## src/rtl/mem_access_if.sv

```systemverilog
// Request/response handshake bundle between a requester and mem_access_unit.
interface mem_access_if #(parameter int ADDR_W = 14) ();
  logic              req_valid;
  logic              req_ready;
  logic              req_we;
  logic              req_byte;
  logic [ADDR_W-1:0] req_addr;
  logic [15:0]       req_wdata;
  logic              rsp_valid;
  logic              rsp_ready;
  logic [15:0]       rsp_rdata;
  logic              rsp_err;

  modport master (
    output req_valid, req_we, req_byte, req_addr, req_wdata, rsp_ready,
    input  req_ready, rsp_valid, rsp_rdata, rsp_err
  );

  modport slave (
    input  req_valid, req_we, req_byte, req_addr, req_wdata, rsp_ready,
    output req_ready, rsp_valid, rsp_rdata, rsp_err
  );
endinterface

```

## src/rtl/mem_access_unit.sv

```systemverilog
// Load/store unit for a 16-bit memory whose word at A is {byte[A], byte[A-1]}.
// Byte stores are done as read-modify-write so byte A-1 is preserved.
module mem_access_unit #(
  parameter int ADDR_W = 14
) (
  input  logic              clk,
  input  logic              rst,
  mem_access_if.slave       bus,
  output logic [ADDR_W-1:0] mem_addr,
  output logic [15:0]       mem_data_in,
  output logic              mem_we,
  input  logic [15:0]       mem_data_out
);

  typedef enum logic [2:0] {IDLE, RD, SETUP, WR, RESP} state_t;

  state_t      state;
  state_t      next_state;
  logic        accept;
  logic        addr_zero;
  logic        we_q;
  logic        byte_q;
  logic [7:0]  wdata_lo_q;
  logic [15:0] rdata_q;
  logic        err_q;

  assign addr_zero     = (bus.req_addr == '0);
  assign bus.req_ready = (state == IDLE) && !rst;
  assign bus.rsp_valid = (state == RESP);
  assign bus.rsp_rdata = rdata_q;
  assign bus.rsp_err   = err_q;

  always_ff @(posedge clk) begin
    if (rst) state <= IDLE;
    else     state <= next_state;
  end

  always_comb begin
    next_state = state;
    accept     = 1'b0;
    case (state)
      IDLE: begin
        if (bus.req_valid) begin
          accept = 1'b1;
          // Address 0 is rejected because byte A-1 would wrap around.
          if (addr_zero)                         next_state = RESP;
          else if (!bus.req_we || bus.req_byte)  next_state = RD;
          else                                   next_state = SETUP;
        end
      end
      RD:      next_state = we_q ? SETUP : RESP;
      SETUP:   next_state = WR;
      WR:      next_state = RESP;
      RESP:    if (bus.rsp_ready) next_state = IDLE;
      default: next_state = IDLE;
    endcase
  end

  always_ff @(posedge clk) begin
    if (rst) begin
      we_q        <= 1'b0;
      byte_q      <= 1'b0;
      wdata_lo_q  <= 8'h00;
      mem_addr    <= '0;
      mem_data_in <= 16'h0000;
      mem_we      <= 1'b0;
      rdata_q     <= 16'h0000;
      err_q       <= 1'b0;
    end else begin
      // Registered write strobe: high exactly during WR, which always follows SETUP.
      mem_we <= (state == SETUP);
      case (state)
        IDLE: begin
          if (accept) begin
            we_q       <= bus.req_we;
            byte_q     <= bus.req_byte;
            wdata_lo_q <= bus.req_wdata[7:0];
            mem_addr   <= bus.req_addr;
            rdata_q    <= 16'h0000;
            err_q      <= addr_zero;
            if (bus.req_we && !bus.req_byte && !addr_zero)
              mem_data_in <= bus.req_wdata;
          end
        end
        RD: begin
          if (we_q)
            mem_data_in <= {wdata_lo_q, mem_data_out[7:0]};
          else
            rdata_q <= byte_q ? {8'h00, mem_data_out[15:8]} : mem_data_out;
        end
        RESP: begin
          if (bus.rsp_ready) begin
            rdata_q <= 16'h0000;
            err_q   <= 1'b0;
          end
        end
        default: ;
      endcase
    end
  end

endmodule
```

## src/flat_wrapper.sv

```systemverilog
// flat-port wrapper written by rule: the top's interface ports become plain ports
module mem_access_unit_flat 
#(
  parameter int ADDR_W = 14
)
  (clk, rst, mem_addr, mem_data_in, mem_we, mem_data_out, bus_req_valid, bus_req_we, bus_req_byte, bus_req_addr, bus_req_wdata, bus_rsp_ready, bus_req_ready, bus_rsp_valid, bus_rsp_rdata, bus_rsp_err);
  mem_access_if #(.ADDR_W(ADDR_W)) bus_i ();
  input  logic clk;
  input  logic rst;
  output logic [ADDR_W-1:0] mem_addr;
  output logic [15:0] mem_data_in;
  output logic mem_we;
  input  logic [15:0] mem_data_out;
  input wire logic [$bits(bus_i.req_valid)-1:0] bus_req_valid;
  input wire logic [$bits(bus_i.req_we)-1:0] bus_req_we;
  input wire logic [$bits(bus_i.req_byte)-1:0] bus_req_byte;
  input wire logic [$bits(bus_i.req_addr)-1:0] bus_req_addr;
  input wire logic [$bits(bus_i.req_wdata)-1:0] bus_req_wdata;
  input wire logic [$bits(bus_i.rsp_ready)-1:0] bus_rsp_ready;
  output wire logic [$bits(bus_i.req_ready)-1:0] bus_req_ready;
  output wire logic [$bits(bus_i.rsp_valid)-1:0] bus_rsp_valid;
  output wire logic [$bits(bus_i.rsp_rdata)-1:0] bus_rsp_rdata;
  output wire logic [$bits(bus_i.rsp_err)-1:0] bus_rsp_err;
  assign bus_i.req_valid = bus_req_valid;
  assign bus_i.req_we = bus_req_we;
  assign bus_i.req_byte = bus_req_byte;
  assign bus_i.req_addr = bus_req_addr;
  assign bus_i.req_wdata = bus_req_wdata;
  assign bus_i.rsp_ready = bus_rsp_ready;
  assign bus_req_ready = bus_i.req_ready;
  assign bus_rsp_valid = bus_i.rsp_valid;
  assign bus_rsp_rdata = bus_i.rsp_rdata;
  assign bus_rsp_err = bus_i.rsp_err;
  mem_access_unit #(.ADDR_W(ADDR_W)) u_core (.clk(clk), .rst(rst), .bus(bus_i), .mem_addr(mem_addr), .mem_data_in(mem_data_in), .mem_we(mem_we), .mem_data_out(mem_data_out));
endmodule
```

## config.mk

```make
export PLATFORM = sky130hd
export DESIGN_NAME = mem_access_unit_flat
export DESIGN_NICKNAME = d
export VERILOG_FILES = /design/src/rtl/mem_access_if.sv /design/src/rtl/mem_access_unit.sv /design/src/flat_wrapper.sv
export SDC_FILE = /design/constraint.sdc
export NUM_CORES = 1
export LEC_CHECK = 0
export ABC_CLOCK_PERIOD_IN_PS = 4200
export BUFFER_PORTS_ARGS = -buffer_cell sky130_fd_sc_hd__clkbuf_2
export CAP_MARGIN = 15
export CORE_ASPECT_RATIO = 1.5
export CORE_MARGIN = 10
export CORE_UTILIZATION = 53
export DETAILED_ROUTE_END_ITERATION = 10
export PLACE_DENSITY = 0.95
export SETUP_SLACK_MARGIN = 0.4
export SYNTH_ARGS = -nofsm -noshare
export SYNTH_HDL_FRONTEND = slang
export SYNTH_SLANG_ARGS = --single-unit
```

## constraint.sdc

```tcl
create_clock -name clk -period 4.2 [get_ports clk]
set_input_delay 0.42 -clock clk [delete_from_list [all_inputs] [get_ports clk]]
set_output_delay 0.42 -clock clk [all_outputs]
set_load 0.02 [all_outputs]
```

# Word-level counts from Yosys, hierarchy flattened

Cells that the tools add are included.

Flip-flop bits (word level): 61
Latch bits: 0
Bits in writable memories: 0
Bits in read-only memories: 0
Bits of input ports: 52
Output and inout bits: 50
Memories kept: 0

$add $sub $neg: 0
Multipliers: 0
Divide/modulo/power cells: 0
Order comparisons: 0
Equality and inequality tests: 10
Shift-type cells: 0
Multiplexer cells: 20
Bitwise logic cells: 0
Reduce and logical (&&, ||, !) cells: 18

Operator list:

| kind                                                   | count |
|---|---|
| 2-to-1 mux 16 bit                                      | 7 |
| one-hot mux 16 bit (3 select lines)                    | 1 |
| one-hot mux 16 bit (2 select lines)                    | 1 |
| one-hot mux 3 bit (5 select lines)                     | 1 |
| zero test 14 bit                                       | 1 |
| 2-to-1 mux 3 bit                                       | 4 |
| inequality test 2 bit (second input constant)          | 4 |
| AND reduction 4 bit                                    | 2 |
| equality test 3 x 2 -> 1 bit (second input constant)   | 2 |
| zero test 1 bit                                        | 4 |
| 2-to-1 mux 1 bit                                       | 4 |
| inequality test 2 x 1 -> 1 bit (second input constant) | 2 |
| AND reduction 2 bit                                    | 2 |
| nonzero test 2 bit                                     | 2 |
| equality test 3 x 1 -> 1 bit (second input constant)   | 1 |
| equality test 3 bit (second input constant)            | 1 |
| logical AND 1 bit                                      | 3 |
| zero test 3 bit                                        | 1 |
| AND reduction 3 bit                                    | 1 |
| nonzero test 3 bit                                     | 1 |
| 2-to-1 mux 2 bit                                       | 1 |
| one-hot mux 1 bit (2 select lines)                     | 1 |
| logical OR 1 bit                                       | 1 |

# Depth between registers and ports, before layout

Gate-level depths: netlist of the first run.

Depth after elaboration: 6
Depth in mapped cells: 8

# Worst setup path after synthesis of the first run

Ideal clock, no wire load.

Kind: input to output
Start point: in rst
End point: out bus_req_ready
Arrival: 1.247 ns
Data required time: 3.780 ns
Setup slack: 2.533 ns
Cell stages on the path: 2
Cell sequence: clkbuf_1 > nor4_1

Longest elaborated chain between the ends: 2

RTL lines:

| item              | line                  | text |
|---|---|---|
| start, declared   | flat_wrapper.sv:9     | `input logic rst;` |
| zero test 1 bit   | mem_access_unit.sv:28 | `assign bus.req_ready = (state == IDLE) && !rst;` |
| logical AND 1 bit | mem_access_unit.sv:28 |  |
| end, declared     | flat_wrapper.sv:20    | `output wire logic [$bits(bus_i.req_ready)-1:0] bus_req_ready;` |

Every way passes these cells.

# Worst setup path in the final report of the first run

Start point: reg u_core.state[2]
End point: reg u_core.rdata_q[3] (netlist: u_core.bus.rsp_rdata[3])

Longest elaborated chain between the ends: 4

RTL lines:

| item                                     | line                                         | text |
|---|---|---|
| start, declared                          | mem_access_unit.sv:17                        | `state_t state;` |
| start signal, assigned                   | mem_access_unit.sv:35                        | `else state <= next_state;` |
| zero test 3 bit                          | mem_access_unit.sv:41, mem_access_unit.sv:72 |  |
| 2-to-1 mux 1 bit                         | mem_access_unit.sv:41                        | `case (state)` |
| inequality test 2 x 1 -> 1 bit (no line) | n/a                                          |  |
| AND reduction 4 bit (no line)            | n/a                                          |  |
| end signal, assigned                     | mem_access_unit.sv:89                        | `rdata_q <= byte_q ? {8'h00, mem_data_out[15:8]} : mem_data_out;` |
| end, declared                            | mem_access_unit.sv:24                        | `logic [15:0] rdata_q;` |

Several ways; a longest one is shown, not always the timed one.
A chain may end at the register's enable or synchronous reset.

==> impl_metrics.tcl, run 1 <==
set metrics [dict create \
    ys_seq_area_share_pct 43.3 \
    syn-num-nets 357 \
    finalHoldViolations 0 \
    grtUsageTotal_pct 17.2 \
    io_pins 102 \
    drv_slew 0 \
    fmax_ghz 0.456 \
    rsz0062_at_grt "no" \
    dieWidth_um 79.6 \
    hold_ws_ns 0.319 \
    power_mw 1.54 \
    busiest_layer "met2" \
    grt_max_degree 66 \
    area_delta_synth_final_pct 22.9 \
    die_h_um 109 \
    cts_tree "yes" \
    dp_hpwl_um 5670 \
    met1_usage_pct 18.3 \
    rows 32 \
    rrSetupSlack_ns 2.00 \
    firstDrtPassIters 4 \
    end_kind "flop" \
    drt-vias-per-instance 5.32 \
    drtIter0Drc 122 \
    p_leak_nw 1.56 \
    gp_congestion 0.877 \
    core_area_um2 5160 \
    vias 2491 \
    path_cells "nand2b_4 > or2_1 > buf_4 > nor2_1 > mux2i_1 > nor2_1" \
    ys_warn_count 0 \
    holdPathEnd "u_core.wdata_lo_q[2]$_SDFFE_PP0P_" \
    period_share_pct 52.3 \
    rr_endpoint "u_core.bus.rsp_rdata[3]$_SDFFE_PP0P_" \
    worstHoldStart "bus_req_wdata[2]" \
    ys_ff_latch 61 \
    numCtsBuffers 9 \
    worst_ir_drop_vdd_mv 0.315 \
    ctsResizeCount 0 \
    reg2regPathDepth 6 \
    wire_per_inst_um 16.1 \
    critical_path_required_ns 4.39 \
    start_util_pct 54.6 \
    tightestPinTransition_ns 0.929 \
    critPathBufInv 1 \
    syn_area_um2 2820 \
    slowest_stage "or2_1" \
    cpMostUsedCell "nor2_1" \
    worstPathMaxFanout 17 \
    setup-tns-final_ns 0 \
    dp_slack_ns 2.05 \
    cts_root_buf "clkbuf_8" \
    grt_pass1_wl_um 12000 \
    skew_ns 0.00562 \
    setup_viol 0 \
    clock_path_buffers 2 \
    gr-usage-met2_pct 28.7 \
    fp.dieArea_um2 8700 \
    use_met3_pct 6.05 \
    synth_cells 305 \
    diodes 0 \
    cp.depth 6 \
    synth_cell_type_count 35 \
    start_kind "flop" \
    final.setup.worst_slack_ns 2.00 \
    min_period_ns 2.20 \
    grt_antenna_before_repair 0 \
    nFillCells 422 \
    cts.clk_slew.worst_paths_ns 0.07 \
    cts_setup_buffers 0 \
    hold_buffers 0 \
    detail-route-antenna-nets 0 \
    first_global_vias 2503 \
    hold_path_class "in -> reg" \
    grt.overflow.total 0 \
    portBuffers 101 \
    drive_gt1_share_pct 36.3 \
    holdPathStages 3 \
    wirelength_um 7550 \
    outcome "complete, no violations" \
    r2r-start "u_core.state[2]$_SDFFE_PP0P_" \
    route.detailed.drc 0 \
    cp_data_arrival_time_ns 2.39 \
    relSlewSlack_pct 38.1 \
    max_cap_viol_count 0 \
    critical_path_class "reg -> reg" \
    critical-path-top-delay-family "simple AND/OR/NAND/NOR gates" \
    insertion_delay_ns 0.33 \
    slowest_delay_ns 0.72 \
    cts_max_level 3 \
    p_per_area_nw_per_um2 444 \
    finalNetCount 447 \
    clock_sinks 61 \
    syn_area_per_cell_um2 9.25 \
]
==> layer usage <==
layer  vias up  part of all wire (%)
met2        90                    51
met4         0                   3.3
met3        20                   7.5
met5         -                     0
li1       1236                     -
met1      1145                    39
==> worst reg2reg max path, cell delays in order, from the launching register on <==
cell	delay, ns
dfxtp_1	0.52
nand2b_4	0.20
or2_1	0.72
buf_4	0.34
nor2_1	0.07
mux2i_1	0.14
nor2_1	0.06
==> worst max path at each step <==
| stage | end | slack (ns) | start |
|---|---|---|---|
| after global placement | u_core.bus.rsp_rdata[1]$_SDFFE_PP0P_ | 2.10 | u_core.state[2]$_SDFFE_PP0P_ |
| after detailed placement | u_core.bus.rsp_rdata[7]$_SDFFE_PP0P_ | 2.05 | u_core.state[2]$_SDFFE_PP0P_ |
| after global routing | u_core.bus.rsp_rdata[2]$_SDFFE_PP0P_ | 1.84 | u_core.state[2]$_SDFFE_PP0P_ |
| after CTS | u_core.bus.rsp_rdata[7]$_SDFFE_PP0P_ | 2.01 | u_core.state[2]$_SDFFE_PP0P_ |
| after floorplan | bus_req_ready | 2.53 | rst |
| final | u_core.bus.rsp_rdata[3]$_SDFFE_PP0P_ | 2.00 | u_core.state[2]$_SDFFE_PP0P_ |
==> report_power, final <==
group / total (mW) / leakage [nW] / internal (mW) / switching (mW)
Sequential: 0.652 / 0.497 / 0.619 / 0.0327
Clock: 0.566 / 0.107 / 0.334 / 0.232
Combinational: 0.323 / 0.955 / 0.123 / 0.200
Total: 1.54 / 1.56 / 1.08 / 0.465
==> cells in the final DEF, fill, tap and decap left out, drive strengths merged, types with 7 or more instances in the layout <==
master  synthesis  routed
nand2b          7       7
nor2           20      20
o31ai          16      16
a21oi          37      37
nand2          58      58
nand3           9       9
dfxtp          61      61
mux2i          32      32
nand3b         17      17
clkbuf         11     111
==> flip-flops by register name, summed over array words and instances, names as in the netlist <==
name,flops
u_core.bus.rsp_err,1
u_core.wdata_lo_q,8
u_core.bus.rsp_rdata,16
u_core.mem_we,1
u_core.we_q,1
u_core.mem_addr,14
u_core.mem_data_in,16
u_core.byte_q,1
u_core.state,3
==> kinds of logic after synthesis <==
group | Yosys count | synth area share [%]
AO/OA/AOI/OAI | 58 | 14.1
buffers and inverters | 27 | 6.65
flip-flops | 61 | 43.3
multiplexers | 32 | 11.4
AND/OR/NAND/NOR | 127 | 24.6
==> through the flow <==
step	std cells	util [%]	cell area, um^2
floorplan	305	-	2820
global placement	452	63.0	3250
detailed placement	452	63.0	3250
CTS	468	67.2	3470
global route	468	67.2	3470
finish	468	67.2	3470
==> Yosys cell counts, drive strengths merged <==
cell type	instances	share of area (%)
a21oi	37	7.9
a31oi	2	0.44
and2	2	0.44
and3b	1	0.31
and4	1	0.31
buf	14	4.9
clkbuf	11	1.5
dfxtp	61	43
inv	2	0.27
mux2i	32	11
nand2	58	7.7
nand2b	7	2.1
nand3	9	3.0
nand3b	17	4.5
nand4	1	0.22
nor2	20	3.2
nor3	3	0.93
nor3b	1	0.27
nor4	4	0.89
o21ai	1	0.18
o21ba	1	0.35
o21bai	1	0.27
o31ai	16	5.0
or2	2	0.44
or3	1	0.22
==> final cells by class <==
| type | count | area [um^2] | share of cell area (%) |
|---|---|---|---|
| clock buffers | 10 | 128 | 3.68 |
| inverters | 2 | 7.51 | 0.216 |
| well taps | 68 | 85.1 | 2.45 |
| flip-flops and latches | 61 | 1220 | 35.2 |
| repair buffers | 104 | 528 | 15.2 |
| multi-input cells | 217 | 1410 | 40.7 |
| clock inverters | 6 | 86.3 | 2.49 |
No activity file was read; power rests on OpenSTA's default activity.
==> run 2: changes to the inputs <==
Settings changed: ABC_CLOCK_PERIOD_IN_PS 4200 to 1880, CORE_UTILIZATION 53 to 45, PLACE_DENSITY 0.95 to 0.87.
Clock period 4.2 ns to 1.88 ns, I/O delays scaled along.
==> run 2 against run 1 <==
  * Sequential share of layout area fell by 2.8 points
  * Clock power increased by 91%
  * Clock skew rose by 0.0012 ns
  * Worst hold slack worse by 0.24 ns
  * Cell area increased by 9.7%
  * Setup slack worse by 1.6 ns
  * Via count rose by 3.9%
  * Fmax grew 48%
  * Critical path type unchanged
  * Largest cell class unchanged
  * Highest routed layer unchanged
==> impl_metrics.tcl, run 2 (synthesis results as in run 1) <==
set metrics [dict create \
    max_cap_viol_count 0 \
    clock_sinks 61 \
    start_util_pct 46.0 \
    dp_slack_ns 0.254 \
    worst_ir_drop_vdd_mv 0.557 \
    rows 35 \
    route.detailed.drc 0 \
    detail-route-antenna-nets 0 \
    area_delta_synth_final_pct 34.9 \
    insertion_delay_ns 0.34 \
    p_per_area_nw_per_um2 914 \
    clockPowerShare_pct 31.0 \
    rsz0062_at_grt "yes" \
    drive_gt1_share_pct 43.0 \
    cts_tree "yes" \
    gp_congestion 0.935 \
    final_common_cell "clkbuf_2" \
    drt-vias-per-instance 5.28 \
    portBuffers 101 \
    p_sw_share_pct 33.0 \
    tightestPinTransition_ns 0.386 \
    fmax_ghz 0.673 \
    skew_ns 0.00684 \
    dp_hpwl_um 6080 \
    fp.dieArea_um2 9900 \
    finalNetCount 463 \
    final.setup.worst_slack_ns 0.393 \
    wirelength_um 8610 \
    worstPathMaxFanout 10 \
    wire_per_inst_um 17.6 \
    p_leak_nw 1.70 \
    critical_path_class "reg -> reg" \
    first_global_vias 2641 \
    combPwrFrac_pct 27.2 \
    multi_input_area_um2 1490 \
    grt_max_degree 44 \
    power.switching_mw 1.15 \
    setup_viol 0 \
    cp_data_arrival_time_ns 1.74 \
    vias 2588 \
    core_area_um2 6130 \
    power_mw 3.48 \
    finalHoldViolations 0 \
    power.internal_mw 2.33 \
    drv_slew 0 \
    hold_path_class "in -> reg" \
    nFillCells 529 \
    firstDrtPassIters 4 \
    dieWidth_um 84.7 \
    drtIter0Drc 144 \
    dp.cells 465 \
    p_seq_share_pct 41.9 \
    grt.overflow.total 0 \
    setup-tns-final_ns 0 \
    grtUsageTotal_pct 15.5 \
    grt_pass1_wl_um 12600 \
    most-common-layout-cells "clkbuf_2 (101), dfxtp_1 (58), nand2_1 (57)" \
    grt_antenna_before_repair 0 \
    clock_path_buffers 2 \
    cts.clk_slew.worst_paths_ns 0.08 \
    period_share_pct 79.1 \
    diodes 0 \
    fin_cells 490 \
    end_kind "flop" \
    relSlewSlack_pct 74.3 \
    start_kind "flop" \
    numCtsBuffers 9 \
    min_period_ns 1.49 \
    hold_buffers 0 \
    dpl_cell_area_um2 3370 \
    ff_latch_area_um2 1230 \
    cts_max_level 3 \
    design_area_um2 3810 \
    io_pins 102 \
    cts_root_buf "clkbuf_8" \
    critical_path_required_ns 2.14 \
    outcome "complete, no violations" \
    die_h_um 117 \
]
==> run 2: cell types whose count changed in the layout (fill, tap and decap cells not counted), moves of 3 or more <==
cell       previous run  this run
buf_4                 3         8
clkbuf_16             0         5
o31ai_1              12         7
buf_12                0         4
o31ai_2               4         8
clkinv_4              0         3
dfxtp_1              61        58
dfxtp_4               0         3
==> run 2: area by class of cell <==
cell class	instances	area share [%]
Multi-Input combinational cell	217	39.3
Sequential cell	61	32.4
Timing Repair Buffer	120	20.8
Clock buffer	10	3.62
Tap cell	74	2.43
Clock inverter	6	1.28
Inverter	2	0.197
==> run 2: power groups by stage <==
stage               registers, mW  clock network [mW]  logic [mW]
floorplan                    1.53                   0       0.522
global placement             1.47                   0       0.780
detailed placement           1.48                   0       0.801
CTS                          1.46                1.09       0.810
global route                 1.47                1.17        1.01
finish                       1.46                1.08       0.945
==> run 2: worst paths after layout <==
| path | slack [ns] | cells past startpoint | from | to |
|---|---|---|---|---|
| min | 0.08 | 3 | bus_req_addr[7] | u_core.mem_addr[7]$_SDFFE_PP0P_ |
| max reg2reg | 0.39 | 6 | u_core.state[0]$_SDFFE_PP0P_ | u_core.mem_data_in[1]$_SDFFE_PP0P_ |
| min reg2reg | 0.46 | 2 | u_core.wdata_lo_q[3]$_SDFFE_PP0P_ | u_core.wdata_lo_q[3]$_SDFFE_PP0P_ |
| max | 0.39 | 6 | u_core.state[0]$_SDFFE_PP0P_ | u_core.mem_data_in[1]$_SDFFE_PP0P_ |
==> run 2: what timing repair did <==
item | 4_1_cts | 5_1_grt
pin swaps | 1 | 4
gates cloned | 0 | 6
resized for setup | 7 | 17
buffers inserted | 0 | 3
endpoints found under the setup margin | 58 | 58
==> run 2: through the flow <==
step	util (%)	hold slack, ns
after CTS	58.4	0.0749
final	62.1	0.0802
after global placement	55.0	0.424
after floorplan	-	0.324
after global routing	62.1	0.0656
after detailed placement	55.0	0.434
==> run 2: critical path, stage by stage, from the launching register on <==
cell and delay [ns]:
dfxtp_4 0.45, nor3_4 0.06, and4_4 0.16, a21oi_4 0.32
clkbuf_16 0.23, nand3b_1 0.12, o31ai_4 0.07
==> run 2: layer usage <==
layer | wire length, um | global-route usage, % | part of all wire, %
met1 | 3360 | 16.9 | 39
met2 | 4540 | 27.1 | 53
met3 | 494 | 3.67 | 5.7
met4 | 214 | 8.26 | 2.5
met5 | 0 | 0 | 0
==> run 3: changes to the inputs <==
Settings changed: ABC_CLOCK_PERIOD_IN_PS 1880 to 1350.
Clock period 1.88 ns to 1.35 ns, I/O delays scaled along.
==> run 3 against run 2 <==
  * The run now ends with setup timing left
  * Critical path depth is the same
  * Combinational power grew 78%
  * Die area unchanged
  * Setup slack got worse by 0.54 ns
  * Critical path type unchanged
==> impl_metrics.tcl, run 3 (synthesis results as in run 1) <==
set metrics [dict create \
    outcome "finished with violations" \
    failed_checks "setup timing" \
    cts.clk_slew.worst_paths_ns 0.07 \
    max_cap_viol_count 0 \
    first_global_vias 2930 \
    rsz0062_at_grt "yes" \
    gp_congestion 0.856 \
    firstDrtPassIters 4 \
    dieWidth_um 84.7 \
    final_core_util_pct 74.8 \
    clock_sinks 61 \
    design_area_um2 4590 \
    rr_endpoint "u_core.mem_data_in[15]$_SDFFE_PP0P_" \
    p_leak_nw 1.99 \
    io_pins 102 \
    start_util_pct 46.0 \
    hold_buffers 0 \
    dp_hpwl_um 6260 \
    tightestPinTransition_ns 0.398 \
    cts_tree "yes" \
    finalNetCount 486 \
    diodes 0 \
    slowest_stage "dfxtp_2" \
    grtUsageTotal_pct 18.1 \
    p_per_area_nw_per_um2 1180 \
    endpoint "u_core.mem_data_in[15]$_SDFFE_PP0P_" \
    period_share_pct 111 \
    drt-vias-per-instance 5.37 \
    start_kind "flop" \
    numCtsBuffers 9 \
    insertion_delay_ns 0.34 \
    dpl_cell_area_um2 3530 \
    critical_path_class "reg -> reg" \
    grt_pass1_wl_um 14500 \
    core_area_um2 6130 \
    grt_max_degree 41 \
    hold_ws_ns 0.0274 \
    portBuffers 101 \
    cts_max_level 3 \
    drv_slew 0 \
    drive_gt1_share_pct 58.4 \
    area_delta_synth_final_pct 62.6 \
    setup_viol 39 \
    route.detailed.drc 0 \
    path_cells "buf_6 > nor3_4 > and4_4 > a21oi_4 > clkbuf_16 > o31ai_2" \
    cp-startpoint "u_core.state[2]$_SDFFE_PP0P_" \
    wirelength_um 9750 \
    fp.dieArea_um2 9900 \
    finalHoldViolations 0 \
    min_period_ns 1.49 \
    hold_path_class "in -> reg" \
    detail-route-antenna-nets 0 \
    wire_per_inst_um 19.0 \
    worstPathMaxFanout 16 \
    grt_antenna_before_repair 0 \
    vias 2748 \
    critical_path_required_ns 1.59 \
    relSlewSlack_pct 73.5 \
    skew_ns 0.00544 \
    slowest_delay_ns 0.34 \
    clock_path_buffers 2 \
    reg2regPathDepth 6 \
    final_common_cell "nand2_1" \
    cp_data_arrival_time_ns 1.74 \
    rows 35 \
    final.setup.worst_slack_ns -0.144 \
    end_kind "flop" \
    grt.overflow.total 0 \
    cts_root_buf "clkbuf_8" \
    r2r-start "u_core.state[2]$_SDFFE_PP0P_" \
    worst_ir_drop_vdd_mv 0.936 \
    fmax_ghz 0.669 \
    die_h_um 117 \
    drtIter0Drc 181 \
    rrSetupSlack_ns -0.14 \
    most-common-layout-cells "nand2_1 (57), clkbuf_2 (51), dfxtp_2 (48)" \
]
-- run 3: cell types whose count changed in the layout (fill, tap and decap cells not counted), sizes merged --
cell | before | now
bufinv | 0 | 1
buf | 14 | 88
clkbuf | 116 | 66
clkinv | 3 | 2
clkinvlp | 3 | 1
-- run 3: area by class of cell --
cell class,instances,area [um^2]
inverters,2,7.51
repair buffers,143,1450
clock inverters,4,47.5
clock buffers,11,151
flip-flops and latches,61,1290
fillers,401,1540
multi-input cells,217,1550
well taps,74,92.6
-- run 3: repair_timing --
| item | 4_1_cts | 5_1_grt |
|---|---|---|
| resized for setup | 172 | 60 |
| setup buffers | 12 | 4 |
| pin swaps | 5 | 4 |
| setup endpoints to repair | 111 | 110 |
| cloned | 0 | 2 |
-- run 3: where the power goes --
group,internal [mW],switching [mW]
registers,1.95,0.118
clock network,0.936,0.708
logic,0.876,0.807
total,3.76,1.63
-- run 3: metrics by stage --
step	worst slack [ns]	instances	power [mW]	setup TNS (ns)
floorplan	-0.0660	305	2.89	-0.742
global placement	-0.101	479	3.26	-2.97
detailed placement	-0.170	479	3.30	-5.71
CTS	-0.0725	506	5.22	-1.65
global route	-0.190	512	5.59	-6.06
finish	-0.144	512	5.39	-2.88
-- run 3: how the worst min path moves through the flow --
stage | from | endpoint | slack [ns] | cells past startpoint
floorplan | bus_req_wdata[0] | u_core.wdata_lo_q[0]$_SDFFE_PP0P_ | 0.27 | 2
global placement | bus_req_addr[3] | u_core.mem_addr[3]$_SDFFE_PP0P_ | 0.37 | 3
detailed placement | bus_req_addr[5] | u_core.mem_addr[5]$_SDFFE_PP0P_ | 0.38 | 3
CTS | bus_req_addr[5] | u_core.mem_addr[5]$_SDFFE_PP0P_ | 0.008 | 3
global route | bus_req_addr[5] | u_core.mem_addr[5]$_SDFFE_PP0P_ | 0.03 | 3
finish | bus_req_addr[5] | u_core.mem_addr[5]$_SDFFE_PP0P_ | 0.03 | 3
-- run 3: metal layers --
metal | part of all wire [%] | wire length [um] | track usage [%] | vias up
met5 | 0 | 0 | 0 | -
met3 | 6.0 | 589 | 6.37 | 22
met1 | 36 | 3530 | 17.4 | 1321
li1 | - | - | - | 1314
met4 | 3.5 | 343 | 9.25 | 0
met2 | 54 | 5290 | 33.3 | 91
-- run 3: critical path, delay by kind of cell (launching register included) --
kind | cells | cell delay (ns)
DFF | 1 | 0.34
buffers and inverters | 2 | 0.32
and+or+nand+nor | 2 | 0.42
AOI/OAI and AO/OA | 2 | 0.32
